--- config.mk ---
export PLATFORM = sky130hd
export DESIGN_NAME = hansen_mem_arbiter
export DESIGN_NICKNAME = d
export VERILOG_FILES = /design/src/rtl/hansen_mem_arbiter_pkg.sv /design/src/rtl/hansen_mem_arbiter_rr_picker.sv /design/src/rtl/hansen_mem_arbiter.sv
export SDC_FILE = /design/constraint.sdc
export NUM_CORES = 1
export LEC_CHECK = 0
export CAP_MARGIN = 15
export CORE_MARGIN = 1
export CORE_UTILIZATION = 35
export CTS_CLUSTER_DIAMETER = 150
export DETAILED_ROUTE_END_ITERATION = 12
export GPL_TIMING_DRIVEN = 0
export PLACE_DENSITY_LB_ADDON = 0.25
export SLEW_MARGIN = 20
export SYNTH_ARGS = -nofsm -noshare
export SYNTH_HDL_FRONTEND = slang
export SYNTH_SLANG_ARGS = --single-unit
--- constraint.sdc ---
create_clock -name clk_i -period 7.4 [get_ports clk_i]
set_clock_uncertainty 0.2 [all_clocks]
set_input_delay 1.48 -clock clk_i [delete_from_list [all_inputs] [get_ports clk_i]]
set_output_delay 1.48 -clock clk_i [all_outputs]
set_load 0.005 [all_outputs]
--- src/rtl/hansen_mem_arbiter_pkg.sv ---
// rtl/hansen_mem_arbiter_pkg.sv - shared FSM encodings and constants for the hansen memory arbiter
package hansen_mem_arbiter_pkg;

  typedef enum logic [1:0] {
    ST_IDLE  = 2'd0,
    ST_ISSUE = 2'd1,
    ST_WAIT  = 2'd2
  } arb_state_e;

  localparam logic [31:0] HANSEN_BUS_ERR_DATA = 32'hDEADBEEF;

  function automatic int idx_width(input int n);
    return (n > 1) ? $clog2(n) : 1;
  endfunction

endpackage

--- src/rtl/hansen_mem_arbiter_rr_picker.sv ---
// rtl/hansen_mem_arbiter_rr_picker.sv - rotate-priority picker: first valid at or after ptr wins
module hansen_rr_picker
  import hansen_mem_arbiter_pkg::*;
#(
  parameter int NUM_REQ = 2,
  parameter int IDX_W   = 1
) (
  input  logic [NUM_REQ-1:0] valid_i,
  input  logic [IDX_W-1:0]   ptr_i,
  output logic [NUM_REQ-1:0] grant_o,
  output logic [IDX_W-1:0]   idx_o,
  output logic               any_o
);

  logic             found;
  logic [IDX_W-1:0] sel;

  always_comb begin
    grant_o = '0;
    idx_o   = '0;
    found   = 1'b0;
    sel     = '0;
    for (int k = 0; k < NUM_REQ; k++) begin
      sel = IDX_W'((int'(ptr_i) + k) % NUM_REQ);
      if (!found && valid_i[sel]) begin
        found        = 1'b1;
        grant_o[sel] = 1'b1;
        idx_o        = sel;
      end
    end
  end

  assign any_o = found;

endmodule

--- src/rtl/hansen_mem_arbiter.sv ---
// rtl/hansen_mem_arbiter.sv - round-robin single-outstanding memory arbiter with timeout bus error
// Optional HANSEN_ARB_LOCK_EN adds req_lock_i for atomic read-modify-write sequences.
module hansen_mem_arbiter
  import hansen_mem_arbiter_pkg::*;
#(
  parameter int NUM_REQ = 2,
  parameter int ADDR_W  = 32,
  parameter int DATA_W  = 32,
  parameter int TIMEOUT = 255
) (
  input  logic                      clk_i,
  input  logic                      rst_ni,
  input  logic [NUM_REQ-1:0]        req_valid_i,
  output logic [NUM_REQ-1:0]        req_ready_o,
  input  logic [NUM_REQ-1:0]        req_we_i,
  input  logic [NUM_REQ*ADDR_W-1:0] req_addr_i,
  input  logic [NUM_REQ*DATA_W-1:0] req_wdata_i,
`ifdef HANSEN_ARB_LOCK_EN
  input  logic [NUM_REQ-1:0]        req_lock_i,
`endif
  output logic [NUM_REQ-1:0]        resp_valid_o,
  output logic [DATA_W-1:0]         resp_rdata_o,
  output logic                      resp_err_o,
  output logic                      mem_valid_o,
  input  logic                      mem_ready_i,
  output logic                      mem_we_o,
  output logic [ADDR_W-1:0]         mem_addr_o,
  output logic [DATA_W-1:0]         mem_wdata_o,
  input  logic                      mem_rvalid_i,
  input  logic [DATA_W-1:0]         mem_rdata_i
);

  localparam int IDX_W = idx_width(NUM_REQ);

  arb_state_e         state_q, state_d;
  logic [IDX_W-1:0]   rr_ptr_q, rr_ptr_d, owner_q, owner_d;
  logic [15:0]        timer_q, timer_d, timer_inc;
  logic               mem_valid_q, mem_valid_d, mem_we_q, mem_we_d;
  logic [ADDR_W-1:0]  mem_addr_q, mem_addr_d;
  logic [DATA_W-1:0]  mem_wdata_q, mem_wdata_d, resp_rdata_q, resp_rdata_d;
  logic [NUM_REQ-1:0] resp_valid_q, resp_valid_d;
  logic               resp_err_q, resp_err_d;

  logic [NUM_REQ-1:0] pick_valid, grant_oh;
  logic [IDX_W-1:0]   grant_idx, ptr_next;
  logic               grant_any, rsp_hit, timeout_hit, lock_act;

  hansen_rr_picker #(.NUM_REQ(NUM_REQ), .IDX_W(IDX_W)) u_picker (
    .valid_i (pick_valid),
    .ptr_i   (rr_ptr_q),
    .grant_o (grant_oh),
    .idx_o   (grant_idx),
    .any_o   (grant_any)
  );

  assign ptr_next  = IDX_W'((int'(grant_idx) + 1) % NUM_REQ);
  assign timer_inc = timer_q + 16'd1;
  // A read can complete in the same cycle the request is accepted.
  assign rsp_hit     = ((state_q == ST_ISSUE) && mem_ready_i && mem_rvalid_i) ||
                       ((state_q == ST_WAIT) && mem_rvalid_i);
  assign timeout_hit = (state_q != ST_IDLE) && (timer_inc == 16'(TIMEOUT));

`ifdef HANSEN_ARB_LOCK_EN
  logic lock_q, lock_d;

  assign lock_act   = lock_q && req_lock_i[owner_q];
  assign pick_valid = lock_act ? (req_valid_i & (NUM_REQ'(1) << owner_q)) : req_valid_i;

  always_comb begin
    lock_d = lock_q;
    if ((state_q == ST_IDLE) && !lock_act) lock_d = 1'b0;
    if (rsp_hit || timeout_hit) lock_d = req_lock_i[owner_q];
  end

  always_ff @(posedge clk_i or negedge rst_ni) begin
    if (!rst_ni) lock_q <= 1'b0;
    else         lock_q <= lock_d;
  end
`else
  assign lock_act   = 1'b0;
  assign pick_valid = req_valid_i;
`endif

  always_ff @(posedge clk_i or negedge rst_ni) begin
    if (!rst_ni) begin
      state_q      <= ST_IDLE;
      rr_ptr_q     <= '0;
      owner_q      <= '0;
      timer_q      <= '0;
      mem_valid_q  <= 1'b0;
      mem_we_q     <= 1'b0;
      mem_addr_q   <= '0;
      mem_wdata_q  <= '0;
      resp_valid_q <= '0;
      resp_err_q   <= 1'b0;
      resp_rdata_q <= '0;
    end else begin
      state_q      <= state_d;
      rr_ptr_q     <= rr_ptr_d;
      owner_q      <= owner_d;
      timer_q      <= timer_d;
      mem_valid_q  <= mem_valid_d;
      mem_we_q     <= mem_we_d;
      mem_addr_q   <= mem_addr_d;
      mem_wdata_q  <= mem_wdata_d;
      resp_valid_q <= resp_valid_d;
      resp_err_q   <= resp_err_d;
      resp_rdata_q <= resp_rdata_d;
    end
  end

  always_comb begin
    state_d = state_q;
    case (state_q)
      ST_IDLE:  if (grant_any) state_d = ST_ISSUE;
      ST_ISSUE: begin
        if (rsp_hit || timeout_hit) state_d = ST_IDLE;
        else if (mem_ready_i)       state_d = ST_WAIT;
      end
      ST_WAIT:  if (rsp_hit || timeout_hit) state_d = ST_IDLE;
      default:  state_d = ST_IDLE;
    endcase
  end

  always_comb begin
    rr_ptr_d     = rr_ptr_q;
    owner_d      = owner_q;
    timer_d      = timer_q;
    mem_valid_d  = mem_valid_q;
    mem_we_d     = mem_we_q;
    mem_addr_d   = mem_addr_q;
    mem_wdata_d  = mem_wdata_q;
    resp_rdata_d = resp_rdata_q;
    resp_valid_d = '0;
    resp_err_d   = 1'b0;
    case (state_q)
      ST_IDLE: begin
        if (grant_any) begin
          mem_valid_d = 1'b1;
          mem_we_d    = req_we_i[grant_idx];
          mem_addr_d  = req_addr_i[grant_idx*ADDR_W +: ADDR_W];
          mem_wdata_d = req_wdata_i[grant_idx*DATA_W +: DATA_W];
          owner_d     = grant_idx;
          timer_d     = '0;
          if (!lock_act) rr_ptr_d = ptr_next;
        end
      end
      ST_ISSUE, ST_WAIT: begin
        timer_d = timer_inc;
        if ((state_q == ST_ISSUE) && mem_ready_i) mem_valid_d = 1'b0;
        if (rsp_hit) begin
          resp_valid_d[owner_q] = 1'b1;
          resp_rdata_d          = mem_we_q ? '0 : mem_rdata_i;
        end else if (timeout_hit) begin
          mem_valid_d           = 1'b0;
          resp_valid_d[owner_q] = 1'b1;
          resp_err_d            = 1'b1;
          resp_rdata_d          = DATA_W'(HANSEN_BUS_ERR_DATA);
        end
      end
      default: ;
    endcase
  end

  assign req_ready_o  = (state_q == ST_IDLE) ? grant_oh : '0;
  assign resp_valid_o = resp_valid_q;
  assign resp_rdata_o = resp_rdata_q;
  assign resp_err_o   = resp_err_q;
  assign mem_valid_o  = mem_valid_q;
  assign mem_we_o     = mem_we_q;
  assign mem_addr_o   = mem_addr_q;
  assign mem_wdata_o  = mem_wdata_q;

endmodule

### Word-level counts from Yosys, hierarchy flattened

Cells that the tools add are included.

| storage, ports and cells | value |
|---|---|
| latch bits | 0 |
| word-level logic and storage cells | 90 |
| memories kept | 0 |
| flip-flop bits (word level) | 121 |
| input port bits | 168 |
| bits in writable memories | 0 |
| output and inout bits | 103 |
| ROM bits | 0 |

| operators by class | value |
|---|---|
| mux-type cells | 40 |
| add/sub/neg operators | 3 |
| reductions and logical operators | 20 |
| multipliers | 0 |
| shifts and indexed selects | 2 |
| magnitude comparators | 7 |
| equality and inequality tests | 6 |
| divide/modulo/power cells | 0 |
| bitwise operators | 1 |

Operator list:

| cell | count |
|---|---|
| indexed part select 64 x 7 -> 32 bit | 2 |
| two-way mux 32 bit | 3 |
| one-hot mux 16 bit (2 select lines) | 1 |
| two-way mux 1 bit | 20 |
| two-way mux 2 bit | 10 |
| adder 16 x 1 -> 16 bit (second input constant) | 1 |
| equality test 16 x 8 -> 1 bit (second input constant) | 1 |
| two-way mux 16 bit | 1 |
| logical AND 1 bit | 8 |
| less-than comparator 1 x 2 -> 1 bit (second input constant) | 4 |
| one-hot mux 2 bit (3 select lines) | 1 |
| AND reduction 2 bit | 3 |
| nonzero test 2 bit | 3 |
| demux 1 bit (select 1 bit) | 3 |
| >= comparator 1 bit (second input constant) | 3 |
| inequality test 3 x 2 -> 1 bit (second input constant) | 1 |
| AND reduction 3 bit | 1 |
| adder 1 bit (second input constant) | 2 |
| equality test 2 x 1 -> 1 bit (second input constant) | 1 |
| equality test 2 bit (second input constant) | 1 |
| zero test 2 bit | 1 |
| logical OR 1 bit | 2 |
| inequality test 2 x 1 -> 1 bit (second input constant) | 1 |
| inequality test 2 bit (second input constant) | 1 |
| other kinds (4) | 4 |

### Logic depth before layout (Yosys ltp)

Gate-level depths: netlist (run 1).

| depth | value |
|---|---|
| word-level depth | 8 |
| gate-level depth with buffers | 10 |
| mapped depth without buffers | 8 |

### Hierarchy

Synthesis (run 1) repeated with hierarchy kept, for this count alone.

| second synthesis, totals | value |
|---|---|
| cell total of the unflattened synthesis | 606 |
| area, all modules | 5906.9 um^2 |

By module, submodules not included:

| module | cells each | area an instance (um^2) | times used | seq. area each (um^2) |
|---|---|---|---|---|
| hansen_mem_arbiter | 601 | 5874.4 | 1 | 3027.9 |
| hansen_rr_picker | 5 | 32.5 | 1 | 0.0 |

### Worst setup path before layout (run 1)

No wires, ideal clock.

| timing path | value |
|---|---|
| kind | input port to output port |
| from | in req_valid_i[0] |
| to | out req_ready_o[1] |
| cell stages on the path | 5 |
| path slack | 3.397 ns |
| required time | 5.720 ns |
| arrival | 2.323 ns |
| path buffers | 2 |
| cell sequence | inv_1 > o21ai_0 > clkbuf_1 > nor2_1 > clkbuf_1 |

| between the ends | value |
|---|---|
| longest elaborated chain between the ends | 7 |
| elaborated cells on any way between the ends | 11 |
| classes of those cells | mux: 8; bitwise: 1; reduce/logical: 2 |

Ends and longest elaborated chain:

| what | line | source |
|---|---|---|
| from (decl) | hansen_mem_arbiter.sv:13 | `input logic [NUM_REQ-1:0] req_valid_i,` |
| two-way mux 1 bit (implied by the code) (2 in a row) | hansen_mem_arbiter_rr_picker.sv:25 | `if (!found && valid_i[sel]) begin` |
| two-way mux 1 bit | hansen_mem_arbiter_rr_picker.sv:25 |  |
| zero test 1 bit | hansen_mem_arbiter_rr_picker.sv:25 |  |
| logical AND 1 bit | hansen_mem_arbiter_rr_picker.sv:25 |  |
| two-way mux 2 bit * | hansen_mem_arbiter_rr_picker.sv:25 |  |
| two-way mux 2 bit * | hansen_mem_arbiter.sv:165 | `assign req_ready_o = (state_q == ST_IDLE) ? grant_oh : '0;` |
| to (decl) | hansen_mem_arbiter.sv:14 | `output logic [NUM_REQ-1:0] req_ready_o,` |

Mark *: on every way between the ends. The rest lies on a longest branch, timed or not. The select of a mux whose other input is x is not followed.

### Worst setup path after layout (run 1)

| timing path | value |
|---|---|
| from | in req_valid_i[1] |
| to | out req_ready_o[1] |

The elaborated chain is that of the path after synthesis.

==> impl_metrics.ini, run 1 <==
[synthesis]
ys_ff_latch = 121
syn_area_um2 = 5940
synth_top_area_cell = dfrtp_1
ys.flop_type = dfrtp_1
synth_cell_types = 54
synth_top_area_share_pct = 50.9
synth_warnings = 0
synth_most_common_cell = dfrtp_1
synth.area.top_cells = dfrtp_1 51%, mux2i_1 8.6%, o21ai_0 6.4%
syn-num-nets = 782
synth-edff-count = 0
yosysSeqAreaShare_pct = 50.9
syn_inst = 609
postSynthAreaPerCell_um2 = 9.76
synth_top_cells_by_count = 121 x dfrtp_1, 76 x o21ai_0, 72 x nand2_1
async_flop_share_pct = 100

[status]
status = complete, no violations

[worst_hold_path]
whs_endpoint = resp_valid_o[0]
min_from = owner_q
hold_depth = 1
hp-class = register to register

[cts]
cts-root-buf = clkbuf_16
tritoncts_num_sinks = 121
cts_tree = done
cts_hold_buffers = 0
postCtsSetupBuffers = 0
cts_buffer_depth = 2
clkTransAtPathRegs_ns = 0.05
cts_resized = 0
htreeDepth = 4
numCtsBuffers = 17
insertion_delay_ns = 0.41

[grt]
grt_start_max_net_pins = 81
antenna_found_initial = 0
grtUsageTotal_pct = 22.6
gr-total-overflow = 0
grt_pass1_wl_mm = 30.7
grt_pass1_vias = 5821

[floorplan]
die_area_um2 = 17500
core_um2 = 16600
die_w_um = 132
rows = 47
start_util_pct = 35.8
ios = 271
die_y_um = 132

[sta]
fmax_ghz = 0.178
whs_ns = 0.276
finalCriticalPeriod_ns = 5.60
period_share_pct = 75.7
hold_viol = 0
setup_viol = 0
slew_violations = 0
setup_tns_ns = 0
grt_setup_unrepaired = no
max_slew_margin_pct = 38.8
worst_slack_ns = 1.80
max_slew.worst_pin.slew_ns = 0.918

[power_and_ir_drop]
leakage_nw = 4.15
irDropWorstVdd_mv = 0.205
power.density_nw_per_um2 = 362

[drt]
wire_per_inst_um = 17.1
via_per_inst = 5.09
drc = 0
totalWireLength_mm = 19.4
drt_iter0_drc = 228
ant_nets = 0
vias = 5763
drt-pass1-iter-count = 5

[critical_path]
startpoint_type = input pin
worstPathRequired_ns = 5.72
r2r_start = state_q[1]
path_cells = clkdlybuf4s50_1 > o21ai_0 > clkbuf_1 > nor2_1 > clkbuf_1 > clkdlybuf4s50_1
crit_fanout = 10
path_class = input pin to output pin
r2r_slack_ns = 4.36
reg2regPathDepth = 8
slowest_stage = clkdlybuf4s50_1
arrival_ns = 3.92
reg2reg_to = resp_rdata_o[20]
critPathTopFamily = buffers and inverters
cpPeakStageDelay_ns = 0.62
critical_path_buf_inv_count = 4
endpoint_kind = output pin

[final_layout]
fin_area_um2 = 9520
final_nets = 1072
antenna_cells = 0
area_growth_pct = 60.2
drive_gt1_share_pct = 6.03

[placement]
dp_hpwl_mm = 14.1
dpl_worst_slack_ns = 1.77
port_buffers = 270
gp_congestion = 0.827
placed_cell_area_um2 = 8950

[job]
cap_violations = 0
[final cells by class]
type / instances / area (µm²)
buffer: 45 / 193
clock buffer: 21 / 470
clock inverter: 11 / 97.6
fill: 1524 / 7060
inverter: 22 / 82.6
multi-input combinational: 421 / 2640
sequential: 121 / 3030
tap: 220 / 275
timing repair buffer: 271 / 2740
[cells in the final DEF, fill, tap and decap left out, types with 4 or more instances in the layout]
cell             synthesis  routed
buf_1                    6       6
a22o_1                   8       8
a222oi_1                14      14
nand2_1                 72      72
o21ai_0                 76      76
clkbuf_16                0      17
clkinvlp_4               0       4
dfrtp_1                121     121
nand3_1                 10      10
nor2_1                  35      35
ha_1                     5       5
o31ai_1                  4       4
nor3_1                   7       7
clkinv_2                 0       4
clkdlybuf4s50_1          0     269
nor2b_1                 24      24
o22ai_1                 24      24
mux2i_1                 51      51
a21oi_1                 32      32
clkbuf_1                30      31
a31o_2                   6       6
inv_1                   22      22
buf_2                    7       7
xor2_1                   4       4
[through the flow]
step	utilization (%)	cells	power [W]
5_1_grt	57.4	1132	0.00368
3_5_place_dp	54.0	1100	0.00266
3_3_place_gp	53.8	1099	0.00264
6_report	57.4	1132	0.00344
4_1_cts	57.4	1132	0.00348
2_1_floorplan	-	609	0.00182
[registers in the layout (all words and copies together) (netlist names)]
register	count
mem_addr_o	32
state_q	2
resp_valid_o	2
resp_err_o	1
resp_rdata_o	32
mem_wdata_o	32
timer_q	16
mem_we_o	1
owner_q	1
rr_ptr_q	1
mem_valid_o	1
[worst max-delay path by stage]
| stage | start | to | slack, ns | cells past startpoint |
|---|---|---|---|---|
| 5_1_grt | req_valid_i[0] | req_ready_o[1] | 1.59 | 7 |
| 3_5_place_dp | req_valid_i[1] | req_ready_o[1] | 1.77 | 6 |
| 4_1_cts | req_valid_i[1] | req_ready_o[1] | 1.75 | 6 |
| 6_report | req_valid_i[1] | req_ready_o[1] | 1.80 | 6 |
| 2_1_floorplan | req_valid_i[0] | req_ready_o[1] | 3.40 | 5 |
| 3_3_place_gp | rst_ni | mem_addr_o[31] | -0.44 | 1 |
[metal layers]
layer | vias up | track usage (%) | routed length (µm)
met2 | 209 | 38.1 | 9670
met4 | 0 | 8.81 | 422
met5 | - | 0 | 0
met1 | 2751 | 26.7 | 7920
met3 | 30 | 7.30 | 1370
li1 | 2773 | - | -
[where the power goes]
part           internal [W]  switching [W]  total, W
combinational      0.000817       0.000760   0.00158
sequential         0.000914       0.000162   0.00108
clock              0.000486       0.000303  0.000790
total               0.00222        0.00123   0.00344
[logic make-up (layout without fill, tap and decap cells)]
logic type	count (synthesis)	after routing	share of synthesized area (%)
buffers and inverters	67	370	4.63
adders and majority gates	5	5	1.05
DFF	121	121	50.9
and+or+nand+nor	172	172	14.1
AOI/OAI and AO/OA	189	189	20.1
muxes	51	51	8.59
xor gates and xnor gates	4	4	0.589
[worst register-to-register path, delay by kind of cell (launching register included)]
family	cells	cell delay, ns
buf+inv	1	0.11
flops	1	0.40
simple gates	3	1.09
compound gates	3	0.97
fa+ha+maj	1	0.21
(Power assumes the default switching activity.)
==> run 2, diff against run 1 <==
==> constraint.sdc (replaced) <==
create_clock -name clk_i -period 5.75 [get_ports clk_i]
set_clock_uncertainty 0.2 [all_clocks]
set_input_delay 1.15 -clock clk_i [delete_from_list [all_inputs] [get_ports clk_i]]
set_output_delay 1.15 -clock clk_i [all_outputs]
set_load 0.005 [all_outputs]
==> results of run 2 <==
The final DEF is identical to that of run 1. Status: complete, no violations.
Main changes from that run: setup slack after placement 1.77 ns -> 0.783 ns; setup slack after layout 1.80 ns -> 0.805 ns; register-to-register setup slack 4.36 ns -> 2.71 ns; total power 0.00344 W -> 0.00443 W; worst IR drop on VDD 0.205 mV -> 0.264 mV
